`src/rtl/cpu_run_ctrl_pkg.sv`:
```
// Shared types for the CPU run/halt controller: state encoding and PC width.
// Latency: none (types and constants only).
// Backpressure: none.
package cpu_run_ctrl_pkg;

    localparam int RC_PC_W = 32;

    // RC_STEP is only reachable when single-step support is compiled in.
    typedef enum logic [1:0] {
        RC_RUN    = 2'd0,
        RC_HALTED = 2'd1,
        RC_RESUME = 2'd2,
        RC_STEP   = 2'd3
    } rc_state_t;

endpackage

```
`src/rtl/cpu_run_ctrl_if.sv`:
```
// Control bundle between the pipeline/debug logic and the run/halt controller.
// Latency: none (wires only).
// Backpressure: none; pipe_stall is the controller's only hold signal toward the pipeline.
interface cpu_run_ctrl_if #(
    parameter int CNT_W = 32
);
    logic                 i_continue_sig;
    logic                 i_halt_req;
    logic [31:0]          i_halt_pc_in;
    logic                 i_step_mode;
    logic                 o_pipe_stall;
    logic                 o_wb_bubble;
    logic                 o_halted;
    logic [31:0]          o_halt_pc;
    logic [CNT_W-1:0]     o_cycle_cnt;
    logic [CNT_W-1:0]     o_halt_cnt;

    modport master (
        output i_continue_sig, i_halt_req, i_halt_pc_in, i_step_mode,
        input  o_pipe_stall, o_wb_bubble, o_halted, o_halt_pc, o_cycle_cnt, o_halt_cnt
    );

    modport slave (
        input  i_continue_sig, i_halt_req, i_halt_pc_in, i_step_mode,
        output o_pipe_stall, o_wb_bubble, o_halted, o_halt_pc, o_cycle_cnt, o_halt_cnt
    );
endinterface

```
`src/rtl/cpu_run_ctrl_cont_sync_edge.sv`:
```
// Synchronises the asynchronous continue button and emits a 1-cycle pulse on its rising edge.
// Latency: SYNC_STAGES cycles from input change to pulse.
// Backpressure: none; a pulse nobody consumes is simply lost.
module cpu_run_ctrl_cont_sync_edge #(
    parameter int SYNC_STAGES = 2
) (
    input  logic i_clk,
    input  logic i_rst_n,
    input  logic i_async,
    output logic o_rise
);
    logic [SYNC_STAGES-1:0] r_sync;
    logic                   r_prev;

    // Shift the async level through the synchroniser and keep last synced value for edge detect.
    always_ff @(posedge i_clk) begin
        if (!i_rst_n) begin
            r_sync <= '0;
            r_prev <= 1'b0;
        end else begin
            r_sync <= {r_sync[SYNC_STAGES-2:0], i_async};
            r_prev <= r_sync[SYNC_STAGES-1];
        end
    end

    assign o_rise = r_sync[SYNC_STAGES-1] & ~r_prev;
endmodule

```
`src/rtl/cpu_run_ctrl.sv`:
```
// Run/halt controller: freezes IF..MEM on a retired halt instruction until a continue press; optional single-step under RUN_CTRL_STEP_EN.
// Latency: pipe_stall same cycle as halt_req; continue edge to RESUME (first advance) is SYNC_STAGES+1 cycles.
// Backpressure: pipe_stall holds every pipeline register and the PC; RESUME flushes the halt instr from WB.
module cpu_run_ctrl
    import cpu_run_ctrl_pkg::*;
#(
    parameter int SYNC_STAGES = 2,
    parameter int CNT_W       = 32
) (
    input  logic          i_clk,
    input  logic          i_rst_n,
    cpu_run_ctrl_if.slave io_ctl
);
    localparam logic [CNT_W-1:0] CNT_ONE = {{(CNT_W-1){1'b0}}, 1'b1};

    rc_state_t            r_state;
    rc_state_t            w_state_nxt;
    logic                 w_cont_rise;
    logic                 w_run_like;
    logic                 w_halt_take;
    logic                 w_step_force;
    logic                 w_pipe_stall;
    logic                 w_wb_bubble;
    logic                 w_halted;
    logic [RC_PC_W-1:0]   r_halt_pc;
    logic [CNT_W-1:0]     r_cycle_cnt;
    logic [CNT_W-1:0]     r_halt_cnt;

    cpu_run_ctrl_cont_sync_edge #(
        .SYNC_STAGES (SYNC_STAGES)
    ) u_cont_sync (
        .i_clk   (i_clk),
        .i_rst_n (i_rst_n),
        .i_async (io_ctl.i_continue_sig),
        .o_rise  (w_cont_rise)
    );

`ifdef RUN_CTRL_STEP_EN
    // The step cycle advances like RUN; with no real halt in it, the controller forces a halt at its end.
    assign w_run_like   = (r_state == RC_RUN) || (r_state == RC_STEP);
    assign w_step_force = (r_state == RC_STEP) && !io_ctl.i_halt_req;
`else
    logic w_unused_step;
    assign w_unused_step = io_ctl.i_step_mode;
    assign w_run_like    = (r_state == RC_RUN);
    assign w_step_force  = 1'b0;
`endif

    assign w_halt_take = w_run_like && io_ctl.i_halt_req;

    // State register.
    always_ff @(posedge i_clk) begin
        if (!i_rst_n) begin
            r_state <= RC_RUN;
        end else begin
            r_state <= w_state_nxt;
        end
    end

    // Next state: halt wins over a coincident continue edge, and edges outside HALTED are dropped.
    always_comb begin
        w_state_nxt = r_state;
        case (r_state)
            RC_RUN:    if (io_ctl.i_halt_req) w_state_nxt = RC_HALTED;
            RC_HALTED: if (w_cont_rise)       w_state_nxt = RC_RESUME;
`ifdef RUN_CTRL_STEP_EN
            RC_RESUME: w_state_nxt = io_ctl.i_step_mode ? RC_STEP : RC_RUN;
            RC_STEP:   w_state_nxt = RC_HALTED;
`else
            RC_RESUME: w_state_nxt = RC_RUN;
`endif
            default:   w_state_nxt = RC_RUN;
        endcase
    end

    // Output decode: stall is combinational on halt_req so the halt instr commits while younger stages freeze.
    always_comb begin
        w_pipe_stall = 1'b0;
        w_wb_bubble  = 1'b0;
        w_halted     = 1'b0;
        if (w_run_like) begin
            w_pipe_stall = io_ctl.i_halt_req;
        end else if (r_state == RC_HALTED) begin
            w_pipe_stall = 1'b1;
            w_halted     = 1'b1;
        end else if (r_state == RC_RESUME) begin
            w_wb_bubble  = 1'b1;
        end
    end

    // Debug state: halted PC and saturating run-cycle / halt-entry counters.
    always_ff @(posedge i_clk) begin
        if (!i_rst_n) begin
            r_halt_pc   <= '0;
            r_cycle_cnt <= '0;
            r_halt_cnt  <= '0;
        end else begin
            if (w_run_like && (r_cycle_cnt != '1)) begin
                r_cycle_cnt <= r_cycle_cnt + CNT_ONE;
            end
            if (w_halt_take && (r_halt_cnt != '1)) begin
                r_halt_cnt <= r_halt_cnt + CNT_ONE;
            end
            if (w_halt_take || w_step_force) begin
                r_halt_pc <= io_ctl.i_halt_pc_in;
            end
        end
    end

    assign io_ctl.o_pipe_stall = w_pipe_stall;
    assign io_ctl.o_wb_bubble  = w_wb_bubble;
    assign io_ctl.o_halted     = w_halted;
    assign io_ctl.o_halt_pc    = r_halt_pc;
    assign io_ctl.o_cycle_cnt  = r_cycle_cnt;
    assign io_ctl.o_halt_cnt   = r_halt_cnt;
endmodule

```
`src/flat_wrapper.sv`:
```
// flat-port wrapper written by rule: the top's interface ports become plain ports
module cpu_run_ctrl_flat import cpu_run_ctrl_pkg::*;
#(
    parameter int SYNC_STAGES = 2,
    parameter int CNT_W       = 32
)
  (i_clk, i_rst_n, io_ctl_i_continue_sig, io_ctl_i_halt_req, io_ctl_i_halt_pc_in, io_ctl_i_step_mode, io_ctl_o_pipe_stall, io_ctl_o_wb_bubble, io_ctl_o_halted, io_ctl_o_halt_pc, io_ctl_o_cycle_cnt, io_ctl_o_halt_cnt);
  cpu_run_ctrl_if #(.CNT_W(CNT_W)) io_ctl_i ();
  input  logic i_clk;
  input  logic i_rst_n;
  input wire logic [$bits(io_ctl_i.i_continue_sig)-1:0] io_ctl_i_continue_sig;
  input wire logic [$bits(io_ctl_i.i_halt_req)-1:0] io_ctl_i_halt_req;
  input wire logic [$bits(io_ctl_i.i_halt_pc_in)-1:0] io_ctl_i_halt_pc_in;
  input wire logic [$bits(io_ctl_i.i_step_mode)-1:0] io_ctl_i_step_mode;
  output wire logic [$bits(io_ctl_i.o_pipe_stall)-1:0] io_ctl_o_pipe_stall;
  output wire logic [$bits(io_ctl_i.o_wb_bubble)-1:0] io_ctl_o_wb_bubble;
  output wire logic [$bits(io_ctl_i.o_halted)-1:0] io_ctl_o_halted;
  output wire logic [$bits(io_ctl_i.o_halt_pc)-1:0] io_ctl_o_halt_pc;
  output wire logic [$bits(io_ctl_i.o_cycle_cnt)-1:0] io_ctl_o_cycle_cnt;
  output wire logic [$bits(io_ctl_i.o_halt_cnt)-1:0] io_ctl_o_halt_cnt;
  assign io_ctl_i.i_continue_sig = io_ctl_i_continue_sig;
  assign io_ctl_i.i_halt_req = io_ctl_i_halt_req;
  assign io_ctl_i.i_halt_pc_in = io_ctl_i_halt_pc_in;
  assign io_ctl_i.i_step_mode = io_ctl_i_step_mode;
  assign io_ctl_o_pipe_stall = io_ctl_i.o_pipe_stall;
  assign io_ctl_o_wb_bubble = io_ctl_i.o_wb_bubble;
  assign io_ctl_o_halted = io_ctl_i.o_halted;
  assign io_ctl_o_halt_pc = io_ctl_i.o_halt_pc;
  assign io_ctl_o_cycle_cnt = io_ctl_i.o_cycle_cnt;
  assign io_ctl_o_halt_cnt = io_ctl_i.o_halt_cnt;
  cpu_run_ctrl #(.SYNC_STAGES(SYNC_STAGES), .CNT_W(CNT_W)) u_core (.i_clk(i_clk), .i_rst_n(i_rst_n), .io_ctl(io_ctl_i));
endmodule
```
`config.mk`:
```
export PLATFORM = sky130hd
export DESIGN_NAME = cpu_run_ctrl_flat
export DESIGN_NICKNAME = d
export VERILOG_FILES = /design/src/rtl/cpu_run_ctrl_pkg.sv /design/src/rtl/cpu_run_ctrl_if.sv /design/src/rtl/cpu_run_ctrl_cont_sync_edge.sv /design/src/rtl/cpu_run_ctrl.sv /design/src/flat_wrapper.sv
export SDC_FILE = /design/constraint.sdc
export NUM_CORES = 1
export LEC_CHECK = 0
export ABC_AREA = 1
export CAP_MARGIN = 25
export CORE_MARGIN = 1
export CORE_UTILIZATION = 30
export CTS_CLUSTER_SIZE = 24
export DETAILED_ROUTE_END_ITERATION = 16
export SETUP_SLACK_MARGIN = 0.02
export SYNTH_ARGS = -nofsm -noshare
export SYNTH_HDL_FRONTEND = slang
export SYNTH_SLANG_ARGS = --single-unit
```
`constraint.sdc`:
```
create_clock -name i_clk -period 3.42 [get_ports i_clk]
set_input_delay 0.342 -clock i_clk [delete_from_list [all_inputs] [get_ports i_clk]]
set_output_delay 0.342 -clock i_clk [all_outputs]
set_load 0.02 [all_outputs]
```
* After elaboration in Yosys (flattened, before gate mapping)
Cells that the tools add are included.
Cells by class: div/mod/pow operators 0, magnitude comparators 0, $mul 0, add/sub/neg operators 2, bitwise logic cells 2, equality and inequality tests 6, shift operators 0, multiplexer cells 9, reduce and logical (&&, ||, !) cells 5
Operator list (count):
- 32-bit by 1-bit adder with 32-bit output (second input constant) | 2
- 32-bit inequality test (second input constant) | 2
- 1-bit two-way mux | 6
- 2-bit two-way mux | 2
- 2-bit inequality test (second input constant) | 2
- 2-bit case mux with 2 select lines | 1
- 1-bit logical AND | 3
- 2-bit by 1-bit == test with 1-bit output (second input constant) | 1
- 2-bit == test (second input constant) | 1
- 2-bit zero test | 1
- 2-bit AND reduction | 1
- 1-bit bitwise AND | 1
- 1-bit NOT | 1
Storage, ports and cells: memories kept 0, bits in latches 0, bits in writable memories 0, input bits 37, bits in registers 101, output and inout bits 99, word-level logic and storage cells 30, memory bits (read-only) 0

* Logic depth before layout (Yosys ltp)
depth after elaboration 4, depth in mapped cells 11, depth with buffers taken out 10

* Modules after synthesis
Synthesis repeated with hierarchy kept, for this count alone.
Second synthesis, totals: cell total of the unflattened synthesis 837, area, all modules 5331.4 um2
Modules (own cells, without submodules):
- cpu_run_ctrl | cells each 826, area each 5238.8 um2, times used 1, sequential area each 1961.9 um2
- cpu_run_ctrl_cont_sync_edge | cells each 11, area each 92.6 um2, times used 1, sequential area each 60.1 um2

* Least setup slack after synthesis
No wires, ideal clock.
kind reg2reg, from reg u_core.r_cycle_cnt[1], in the netlist u_core.io_ctl.o_cycle_cnt[1], to reg u_core.r_cycle_cnt[26], in the netlist u_core.io_ctl.o_cycle_cnt[26], stages on the path, launching flop included 10, path buffers 1, clock period less this slack 1721 ps, required time 3305 ps, arrival time 1606 ps, setup time 115 ps, setup slack 1699 ps, path through dfxtp_1 > ha_1 > inv_1 > nor2_2 > nand2_2 > nor2_4 > nand3_2 > buf_2 > a21oi_1 > nor2_1
Between the ends: longest elaborated chain between the ends 2, elaborated cells on any way between the ends 3, those cells by class add/sub (1); eq/ne (1); reduce/logical (1)
Ends and longest elaborated chain:
- start: declaration | RTL line cpu_run_ctrl.sv:26 | logic [CNT_W-1:0] r_cycle_cnt;
- start signal: assignment | RTL line cpu_run_ctrl.sv:99 | r_cycle_cnt <= r_cycle_cnt + CNT_ONE;
- branches (longest 2 deep; another with 32-bit by 1-bit adder with 32-bit output)
Parallel ways; which one is timed is not known. A chain may end at the register's enable or synchronous reset.

* Worst setup path after layout
from reg u_core.r_state[1], to out io_ctl_o_pipe_stall
Between the ends: longest elaborated chain between the ends 3, elaborated cells on any way between the ends 4, those cells by class eq/ne (1); mux (2); reduce/logical (1)
Ends and longest elaborated chain:
- start: declaration | RTL line cpu_run_ctrl.sv:16 | rc_state_t r_state;
- start signal: assignment | RTL line cpu_run_ctrl.sv:56 | r_state <= w_state_nxt;
- 2-bit by 1-bit == test with 1-bit output | RTL line cpu_run_ctrl.sv:83 | end else if (r_state == RC_HALTED) begin
- 1-bit two-way mux | RTL line cpu_run_ctrl.sv:83
- 1-bit two-way mux * | RTL line cpu_run_ctrl.sv:81 | if (w_run_like) begin
- end: declaration | RTL line flat_wrapper.sv:15 | output wire logic [$bits(io_ctl_i.o_pipe_stall)-1:0] io_ctl_o_pipe_stall;
Mark *: on every way between the ends. The rest lies on a longest branch, timed or not.

==> impl_results.md <==
* Status: finished clean
* Initial antenna violation count at 0
* Max cap viols at 0
* Starting Density at 31.1%
* Final setup vio count at 0
* RR Startpoint: u_core.io_ctl.o_halt_cnt[0]$_SDFFE_PN0P_
* P per Cell Area at 386 mW/mm²
* Crit share post-route at 75.0%
* Crit Path Class: register to primary output
* Clock sink total at 101
* CTS root buf: clkbuf_16
* Min Tclk post-route at 2.56 ns
* Clock Tree Buf Depth at 2
* Slew at the pin closest to its max-slew limit at 0.964 ns
* Routed len/inst at 12.6 µm
* Synth Cell Area at 0.00522 mm²
* Crit path max fanout at 41
* Drt initial violations at 307
* Largest net degree at the start of global routing at 51
* Syn_nets at 848
* Syn_area_per_cell at 6.45 µm²
* FF+latch count, synth at 101
* Crit path launch type: register
* Row count at 47
* Total grt overflow at 0
* TritonRoute pass-1 iters at 7
* Die height at 134 µm
* Placed Cells incl. Taps at 1140
* Vias/cell at 4.60
* Synth warn at 0
* Diode count at 0
* Clock skew at 0.00748 ns
* Final ANT Viol Nets at 0
* Unique masters post-synth at 31
* Post-synthesis cell count at 809
* P_leak at 2.66 nW
* RSZ-0062 raised after global routing: false
* Worst rel slew slack at 35.7%
* Slew Limit Fails at 0
* Worst-Skew Late Latency at 0.35 ns
* Overall routed net length at 14600 µm
* Total CTS buffers at 9
* Worst Setup End Kind: primary output
* Syn-to-layout area delta at 34.7%
* Cts repair resizes at 0
* CTS tree: done
* Sequential area share after synthesis at 38.7%
* Yosys top cell area share at 38.7%
* Routed wl met2 at 6430 µm
* Met1 Wirelength at 7330 µm
* Cell type with the largest total area after synthesis: dfxtp_1
* Required @ worst endpoint at 3.08 ns
* GRT Util Overall at 16.5%
* Via count at 5320
* Number of global-route vias before repair at 4708
* I/O Buffers at 134
* Synth area leaders: dfxtp_1 (39%), nor2_1 (15%), nand2_1 (13%)
* Min-delay src: u_core.u_cont_sync.r_prev$_SDFF_PN0_
* Data arrival time of the critical path at 2.22 ns
* Setup TNS at 0 ns
* First-pass GRT wire length at 23600 µm
* Top layer in use: met4
* Gpl congestion at 0.868
* Fin. Hold Viols at 0
* Ratio of cells with drive above 1 in the final layout at 6.09%
* Core area at 0.0168 mm²
* DR WL met3 at 656 µm
* Post CTS Setup Buffer Count at 0
* Hold Crit Class: register to register
* Final nets at 970
* Non-Filler Instances at 1156
* Fmax at 0.390 GHz
* Worst Setup SP: u_core.r_state[1]$_SDFFE_PN0P_
* Worst-path clk slew at 0.07 ns
* CTS H-tree lvls at 3
* Hold buffers post-CTS at 0
* Peak VDD IR at 247 µV
* Total die area at 0.0179 mm²
* Hpwl dp at 10500 µm
* Drt drc at 0
* Top Ports at 136
* Overall die width at 134 µm
power by group:
part	total, W	switching, W	internal (W)
Clock	0.00113	0.000464	0.000664
Combinational	0.000335	0.000185	0.000150
Sequential	0.00125	0.0000292	0.00122
per-stage QoR:
| step | hold WS [ns] | worst slack [ns] | instance area (µm²) | util, % | power [W] |
|---|---|---|---|---|---|
| 5_1_grt | 0.436 | 0.697 | 7030 | 41.9 | 0.00283 |
| 3_5_place_dp | 0.408 | 1.08 | 6700 | 40.0 | 0.00162 |
| 4_1_cts | 0.420 | 0.798 | 7030 | 41.9 | 0.00275 |
| 2_1_floorplan | 0.390 | 1.70 | 5220 | - | 0.00146 |
| 3_3_place_gp | 0.402 | 1.10 | 6700 | 40.0 | 0.00161 |
| 6_report | 0.420 | 0.855 | 7030 | 41.9 | 0.00271 |
area by class of cell:
cell class              instances  area, µm²
fillers                      1816       9730
clock buffers                  11        243
repair buffers                138       1370
flip-flops and latches        101       2020
clock inverters                 5       83.8
well taps                     220        275
inverters                      67        251
multi-input cells             614       2790
worst max-delay path: stages, from the launching register on:
cell             delay (ns)
dfxtp_1                0.34
nor2_4                 0.36
nand2_4                0.35
nand2_1                0.17
clkdlybuf4s50_1        0.64
flip-flops by register name (all words and copies together) (netlist names):
signal                     count
u_core.u_cont_sync.r_prev      1
u_core.io_ctl.o_halt_cnt      32
u_core.io_ctl.o_halt_pc       32
u_core.u_cont_sync.r_sync      2
u_core.io_ctl.o_cycle_cnt     32
u_core.r_state                 2
cells in the final DEF (no fill, tap or decap), types with 6 or more instances in the layout:
master	instances
nand2_1	185
nand4_1	14
nor2_1	214
nand2_2	6
xor2_1	9
clkbuf_16	9
clkdlybuf4s50_1	133
o21ai_0	38
inv_1	65
a21oi_1	46
nor2_2	9
a21oi_2	8
dfxtp_1	101
nand3_1	58
worst paths after layout:
check / endpoint / slack (ns) / depth (start not counted)
setup / recovery: io_ctl_o_pipe_stall / 0.86 / 4
hold / removal: u_core.r_state[1]$_SDFFE_PN0P_ / 0.42 / 1
setup reg to reg: u_core.io_ctl.o_halt_cnt[14]$_SDFFE_PN0P_ / 1.19 / 9
hold reg to reg: u_core.r_state[1]$_SDFFE_PN0P_ / 0.42 / 1
metal layers:
layer  vias up  GRT usage (%)
met3        10           2.57
met4         0           5.87
li1       2813              -
met2       106           25.8
met1      2391           22.8
met5         -              0
cell usage after synthesis (all sizes together):
cell / count
nor2: 227
nand2: 193
dfxtp: 101
inv: 67
nand3: 62
a21oi: 54
o21ai: 41
buf: 15
nand4: 14
clkbuf: 11
xor2: 9
nor3: 7
xnor2: 4
ha: 2
dlygate4sd1: 1
nand3b: 1
kinds of logic (layout without fill, tap and decap cells):
logic type	Yosys count	after routing	share of synthesized area (%)
buffers and inverters	94	221	7.84
XOR/XNOR	13	13	2.18
AND/OR/NAND/NOR	504	504	41.1
AO/OA/AOI/OAI	95	95	9.69
flip-flops	101	101	38.7
adder cells (fa/ha/maj)	2	2	0.479
No activity file was read; power rests on OpenSTA's default activity.
